--- src/rtl/dmem_arbiter.sv ---
// dmem_arbiter: shared data-memory responder for NCORES requesting cores.
// Arbitrates among level requests, latches the winner, performs one access
// on an internal 2^WIDTH-word single-port RAM and returns a one-cycle ack.
//
// Ports:
//   Clk    in   system clock, rising edge
//   Rst    in   asynchronous reset, active-high
//   req    in   [NCORES]        per-core request, held until ack
//   wen    in   [NCORES]        per-core write enable (1 = write)
//   addr   in   [NCORES*WIDTH]  core i address at [i*WIDTH +: WIDTH]
//   wdata  in   [NCORES*WIDTH]  core i write data at [i*WIDTH +: WIDTH]
//   ack    out  [NCORES]        one-hot completion pulse, one cycle
//   rdata  out  [WIDTH]         last read data, valid while ack is high
//   busy   out                  high whenever the FSM is not idle
//
// Configuration macro: DMEM_RR_EN
//   defined   -> round-robin arbitration starting after the last grant
//   undefined -> fixed priority, lowest core index wins
module dmem_arbiter #(
  parameter int unsigned WIDTH  = 8,
  parameter int unsigned NCORES = 4
) (
  input  logic                     Clk,
  input  logic                     Rst,
  input  logic [NCORES-1:0]        req,
  input  logic [NCORES-1:0]        wen,
  input  logic [NCORES*WIDTH-1:0]  addr,
  input  logic [NCORES*WIDTH-1:0]  wdata,
  output logic [NCORES-1:0]        ack,
  output logic [WIDTH-1:0]         rdata,
  output logic                     busy
);

  localparam int unsigned IDXW  = (NCORES > 1) ? $clog2(NCORES) : 1;
  localparam int unsigned DEPTH = 1 << WIDTH;

  typedef enum logic [1:0] {IDLE, ACCESS, DONE} state_t;

  state_t            state, next_state;
  logic              gnt_valid;
  logic [IDXW-1:0]   gnt_idx;
  logic [IDXW-1:0]   cand;
  logic [WIDTH-1:0]  sel_addr, sel_wdata;
  logic              sel_wen;
  logic              grant_en, access_en;

  logic [IDXW-1:0]   lat_idx;
  logic [WIDTH-1:0]  lat_addr, lat_wdata;
  logic              lat_wen;

  logic [WIDTH-1:0]  mem [DEPTH];

`ifdef DMEM_RR_EN
  logic [IDXW-1:0]   ptr;

  // Round-robin: nearest requester after ptr wins (descending loop, last hit wins)
  always_comb begin
    gnt_valid = 1'b0;
    gnt_idx   = '0;
    cand      = '0;
    for (int k = NCORES; k >= 1; k--) begin
      cand = IDXW'((32'(ptr) + 32'(k)) % 32'(NCORES));
      if (req[cand]) begin
        gnt_valid = 1'b1;
        gnt_idx   = cand;
      end
    end
  end
`else
  // Fixed priority: lowest index wins (descending loop, last hit wins)
  always_comb begin
    gnt_valid = 1'b0;
    gnt_idx   = '0;
    cand      = '0;
    for (int i = NCORES - 1; i >= 0; i--) begin
      cand = IDXW'(i);
      if (req[cand]) begin
        gnt_valid = 1'b1;
        gnt_idx   = cand;
      end
    end
  end
`endif

  // Mux the granted core's request fields
  always_comb begin
    sel_addr  = '0;
    sel_wdata = '0;
    sel_wen   = 1'b0;
    for (int i = 0; i < NCORES; i++) begin
      if (gnt_idx == IDXW'(i)) begin
        sel_addr  = addr[i*WIDTH +: WIDTH];
        sel_wdata = wdata[i*WIDTH +: WIDTH];
        sel_wen   = wen[i];
      end
    end
  end

  // State register
  always_ff @(posedge Clk or posedge Rst) begin
    if (Rst) state <= IDLE;
    else     state <= next_state;
  end

  // Next-state logic
  always_comb begin
    next_state = state;
    case (state)
      IDLE:    if (gnt_valid) next_state = ACCESS;
      ACCESS:  next_state = DONE;
      DONE:    next_state = IDLE;
      default: next_state = IDLE;
    endcase
  end

  // Control decode
  always_comb begin
    grant_en  = 1'b0;
    access_en = 1'b0;
    case (state)
      IDLE:    grant_en  = gnt_valid;
      ACCESS:  access_en = 1'b1;
      default: ;
    endcase
  end

  // Request latch, ack/rdata/busy registers and arbitration pointer
  always_ff @(posedge Clk or posedge Rst) begin
    if (Rst) begin
      lat_idx   <= '0;
      lat_addr  <= '0;
      lat_wdata <= '0;
      lat_wen   <= 1'b0;
      ack       <= '0;
      rdata     <= '0;
      busy      <= 1'b0;
`ifdef DMEM_RR_EN
      ptr       <= IDXW'(NCORES - 1);
`endif
    end else begin
      busy <= (next_state != IDLE);
      ack  <= '0;
      if (grant_en) begin
        lat_idx   <= gnt_idx;
        lat_addr  <= sel_addr;
        lat_wdata <= sel_wdata;
        lat_wen   <= sel_wen;
`ifdef DMEM_RR_EN
        ptr       <= gnt_idx;
`endif
      end
      if (access_en) begin
        ack <= NCORES'(1) << lat_idx;
        if (!lat_wen) rdata <= mem[lat_addr];
      end
    end
  end

  // RAM write port; contents are not reset
  always_ff @(posedge Clk) begin
    if (!Rst && access_en && lat_wen) mem[lat_addr] <= lat_wdata;
  end

endmodule

--- config.mk ---
export PLATFORM = sky130hd
export DESIGN_NAME = dmem_arbiter
export DESIGN_NICKNAME = d
export VERILOG_FILES = /design/src/rtl/dmem_arbiter.sv
export SDC_FILE = /design/constraint.sdc
export NUM_CORES = 2
export LEC_CHECK = 0
export ABC_AREA = 1
export ABC_CLOCK_PERIOD_IN_PS = 5600
export BUFFER_PORTS_ARGS = -buffer_cell sky130_fd_sc_hd__buf_2
export CAP_MARGIN = 5
export CORE_ASPECT_RATIO = 0.6
export CORE_MARGIN = 2
export CORE_UTILIZATION = 63
export DETAILED_ROUTE_END_ITERATION = 8
export PLACE_DENSITY_LB_ADDON = 0.25
export SLEW_MARGIN = 30
export SYNTH_ARGS = -nofsm -noshare
export SYNTH_HDL_FRONTEND = slang
export SYNTH_SLANG_ARGS = --single-unit
--- constraint.sdc ---
create_clock -name Clk -period 5.6 [get_ports Clk]
set_clock_uncertainty 0.15 [all_clocks]
set_input_delay 0.56 -clock Clk [delete_from_list [all_inputs] [get_ports Clk]]
set_output_delay 0.56 -clock Clk [all_outputs]
set_load 0.1 [all_outputs]
==> impl.org <==
** Clock tree
- The root buffer cell chosen for the clock tree is sky130_fd_sc_hd__clkbuf_16.
- Bufs on Longest Clock Path :: 3
- The tree built by TritonCTS fans out to ~2,100 sinks.
- Buffers inserted to repair hold after CTS numbered 25.
- For the worst-skew pair, the clock arrives at the later sink with an insertion delay of 820 ps.
- Buffers inserted during clock tree synthesis total about 180.
- Post-CTS repair changed the size of 0 cells.
- Worst-path clk slew :: approximately 70 ps
- CTS built an H-tree with a depth of 4.
- Post-CTS Setup Repair Bufs :: 0
- TritonCTS built the clock tree.

** Worst setup path
- Most used cell along the critical path :: sky130_fd_sc_hd__nand2_1
- At the worst endpoint, the arrival time is between 4000 and 5000 ps.
- Startpoint type of the worst setup path :: flop
- Top fanout value on the critical path :: about 120
- Crit Path Category :: reg2reg
- CP top delay family :: simple AND/OR/NAND/NOR gates
- Combined buffer and inverter count along the critical path :: 2
- Slowest stage cell on the critical path :: sky130_fd_sc_hd__dfrtp_4
- The largest single stage delay on the critical path is slightly below 800 ps.
- Traced cell by cell, the critical path runs through buf_4 > nor2_4 > buf_12 > nand2_1 > nand2_1 > o21ai_0 > nand2_1 > nor2_1 > nor2_1 > nor2_1 > nand2_1 > nand2_1 > nand2_1 > nor2_1 > nor2_1.
- The worst setup path is captured at a flop.
- Data required time at the worst endpoint :: ~6000 ps

** Floorplanning
- In this run the count of I/O pins placed on the die edge is 87.
- Core region area :: between 0.1 and 0.15 mm²
- Starting density of the core :: 63.5%
- The floorplan has 103 rows.
- Area enclosed by the die boundary :: around 0.14 mm²
- The floorplan step set the die width to about 470 µm.
- DIE HEIGHT :: ~290 µm

** Logic synthesis
- Top cells by area in the synthesized netlist :: sky130_fd_sc_hd__edfxtp_1 74%, sky130_fd_sc_hd__nand2_1 16%, sky130_fd_sc_hd__nor2_1 2.6%
- Average cell area after synthesis :: roughly 11 µm²
- The synthesized design devotes to its leading area cell type about three quarters of total area.
- The number of different library cells used by synthesis comes to 26.
- Counting every instance in the synthesized netlist gives around 7,300.
- Number of storage elements in the synthesis netlist :: around 2,100
- Sequential cell area fraction in the yosys report :: around 75%
- For this run, the number of Yosys warnings is 0.
- Library cell with the largest summed area after synthesis :: sky130_fd_sc_hd__edfxtp_1
- Post-synthesis instance area :: roughly 0.084 mm²
- When the netlist entered floorplanning its net count stood at around 7,400.

** STA
- The hold violation count in the final report is 0.
- Count of endpoints failing setup in the final report :: 0
- The smallest clock period supported by the final layout is computed as approximately 4300 ps.
- After routing, the total negative slack on setup checks comes to 0 ps.
- Max-slew violations :: 0
- RSZ-0062 raised after global routing :: false
- The worst path uses 77.7% of the clock period.
- In this run the tightest slew margin relative to its limit is 24.5%.
- Highest achievable clock rate :: between 200 and 250 MHz
- Worst-margin pin slew :: approximately 1100 ps

** Worst hold path
- Class of the most critical hold timing path :: in2reg

** Placement
- In this run the cell area measured after placement is 0.0858 mm².
- Hpwl dp :: ~130 mm
- Cell Count Post-Placement :: between 8,000 and 9,000
- Routability-driven placement finished with a final weighted congestion of between 0.9 and 1.
- I/O Buffers :: 86

** Status
- The flow ran to the end, and the final reports show no timing, DRC or antenna violations.

** Global route
- Entering global routing, the biggest net connects around 200 pins.
- Total grt overflow :: 0
- In the global route stage, overall resource usage came out at between 30% and 40%.
- Number of antenna violations at the first check in global routing :: 9
- The number of global-route vias before repair was around 53,000.
- Wire length of the first global-routing pass :: around 340 mm

** Power
- In this run, the combinational gates consume roughly 34% of the power.
- In this run switching power makes up approximately 40% of total power.
- Power per cell area :: ~540 mW/mm²
- Part of the total power dissipated in sequential elements :: 41.2%
- Internal power comes to 29,600 µW.
- P_sw :: 19,500 µW
- Proportion of power drawn by the clock network :: between 20% and 30%
- The worst-case IR drop observed on VDD is 0.000612 V.
- The analysis attributes to cell leakage a power of between 0.03 and 0.04 µW.

** Route
- Number of DRC violations after detailed-routing iteration 0 :: between 9,000 and 10,000
- The count of nets left with antenna violations once routing finished came out at 0.
- The first TritonRoute pass finished after 8 iterations.
- After detailed routing, the number of vias per cell comes to between 6 and 7.
- Final wirelength :: around 230 mm
- Vias post-DR :: 56,400
- For this run, design rule violations remaining after detail routing come to 0.
- Wire length per cell after detailed routing :: between 20 and 30 µm

** Final layout
- Share of final-layout standard cells stronger than drive strength 1 :: just over 7%
- Final net count :: approximately 7,400
- Area growth, synth to finish :: 9.79%
- Post-route cell area :: between 0.09 and 0.1 mm²
- For this run, the number of standard cells in the final layout without fillers is between 9,000 and 10,000.

** Job
- # Max-Cap Violations :: 0
-- synth_stat cells --
cell                       count
sky130_fd_sc_hd__inv_2         4
sky130_fd_sc_hd__edfxtp_1   2048
sky130_fd_sc_hd__dfrtp_1      34
sky130_fd_sc_hd__buf_4         3
sky130_fd_sc_hd__a311oi_1      9
sky130_fd_sc_hd__clkbuf_1    111
sky130_fd_sc_hd__clkinv_1      5
sky130_fd_sc_hd__nand2_1    3538
sky130_fd_sc_hd__nor3_1        4
sky130_fd_sc_hd__nand3_1     137
sky130_fd_sc_hd__o21ai_1      59
sky130_fd_sc_hd__nor2_2        4
sky130_fd_sc_hd__nor2_1      577
sky130_fd_sc_hd__inv_4         1
sky130_fd_sc_hd__a21oi_1     163
sky130_fd_sc_hd__inv_1        34
sky130_fd_sc_hd__nor3_2        1
sky130_fd_sc_hd__or2_2         8
sky130_fd_sc_hd__a22oi_1       1
sky130_fd_sc_hd__buf_2       234
sky130_fd_sc_hd__a41oi_1       8
sky130_fd_sc_hd__nand4_1     180
sky130_fd_sc_hd__o21ai_0     115
sky130_fd_sc_hd__nor2_4        2
sky130_fd_sc_hd__a31oi_1       8
sky130_fd_sc_hd__buf_1        34
-- flip-flops by register name, summed over array words and instances (netlist names), 2 cells and up --
| signal | flops |
|---|---|
| lat_wdata | 8 |
| state | 2 |
| lat_idx | 2 |
| ack | 4 |
| rdata | 8 |
| lat_addr | 8 |
| mem | 2048 |
-- layout make-up --
type | count | area (µm²)
Sequential cell | 2082 | 62400
Fill cell | 8993 | 39900
Multi-Input combinational cell | 4814 | 19500
Clock buffer | 228 | 4720
Tap cell | 1785 | 2230
Timing Repair Buffer | 213 | 1820
Clock inverter | 105 | 817
Inverter | 44 | 191
Antenna cell | 11 | 27.5
-- stage by stage --
stage	hold WS, ps	util, %	setup WS (ps)	power [µW]
2_1_floorplan	263	-	1460	30300
3_3_place_gp	282	65.1	1520	36300
3_5_place_dp	310	65.2	1540	36600
4_1_cts	3.64	69.6	1550	48400
5_1_grt	39.6	69.7	1130	50800
6_report	29.8	69.7	1250	49100
-- power groups by stage --
stage               Clock (µW)  Combinational, µW  Sequential, µW
finish                   12000              16900           20200
global route             12600              17900           20300
CTS                      12000              16100           20300
detailed placement           0              15900           20600
global placement             0              15700           20600
floorplan                    0               8490           21800
-- path summary, 6_finish.rpt --
check	slack, ps	depth (start not counted)	start	endpoint
setup / recovery	1250	15	lat_addr[0]$_DFFE_PP0P_	rdata[0]$_DFFE_PP0P_
hold / removal	30	3	addr[30]	lat_addr[6]$_DFFE_PP0P_
setup reg to reg	1250	15	lat_addr[0]$_DFFE_PP0P_	rdata[0]$_DFFE_PP0P_
hold reg to reg	320	1	state[1]$_DFF_PP0_	state[1]$_DFF_PP0_
max in group asynchronous	4380	4	Rst	lat_addr[1]$_DFFE_PP0P_
min in group asynchronous	380	4	Rst	lat_wdata[5]$_DFFE_PP0P_
-- placed cells by master (no fill, tap or decap), types with 58 or more instances in the layout --
master / instances
sky130_fd_sc_hd__nand2_1: 3537
sky130_fd_sc_hd__edfxtp_1: 2048
sky130_fd_sc_hd__nor2_1: 533
sky130_fd_sc_hd__nand4_1: 180
sky130_fd_sc_hd__clkbuf_16: 180
sky130_fd_sc_hd__a21oi_1: 163
sky130_fd_sc_hd__nand3_1: 121
sky130_fd_sc_hd__o21ai_0: 115
sky130_fd_sc_hd__buf_2: 86
sky130_fd_sc_hd__buf_4: 71
sky130_fd_sc_hd__o21ai_1: 58
-- cell families after synthesis --
family / Yosys count / synth area share, %
simple gates: 4451 / 20.8
compound gates: 363 / 2.27
buf+inv: 426 / 2.28
flops: 2082 / 74.6
-- metal layers --
layer / vias to the layer above / global-route usage [%] / routed length (µm)
met3: 535 / 12.0 / 38500
met4: 6 / 12.2 / 7990
li1: 24800 / - / -
met2: 4270 / 46.1 / 95100
met1: 26800 / 52.7 / 90900
met5: - / 0 / 45
-- worst register-to-register path: cells and delay by family (launching register included) --
| family | cells | cell delay [ps] |
|---|---|---|
| and+or+nand+nor | 12 | 2120 |
| buffers and inverters | 2 | 860 |
| DFF | 1 | 790 |
| AOI/OAI and AO/OA | 1 | 340 |
Note: power is estimated with default switching activity, not from simulation.
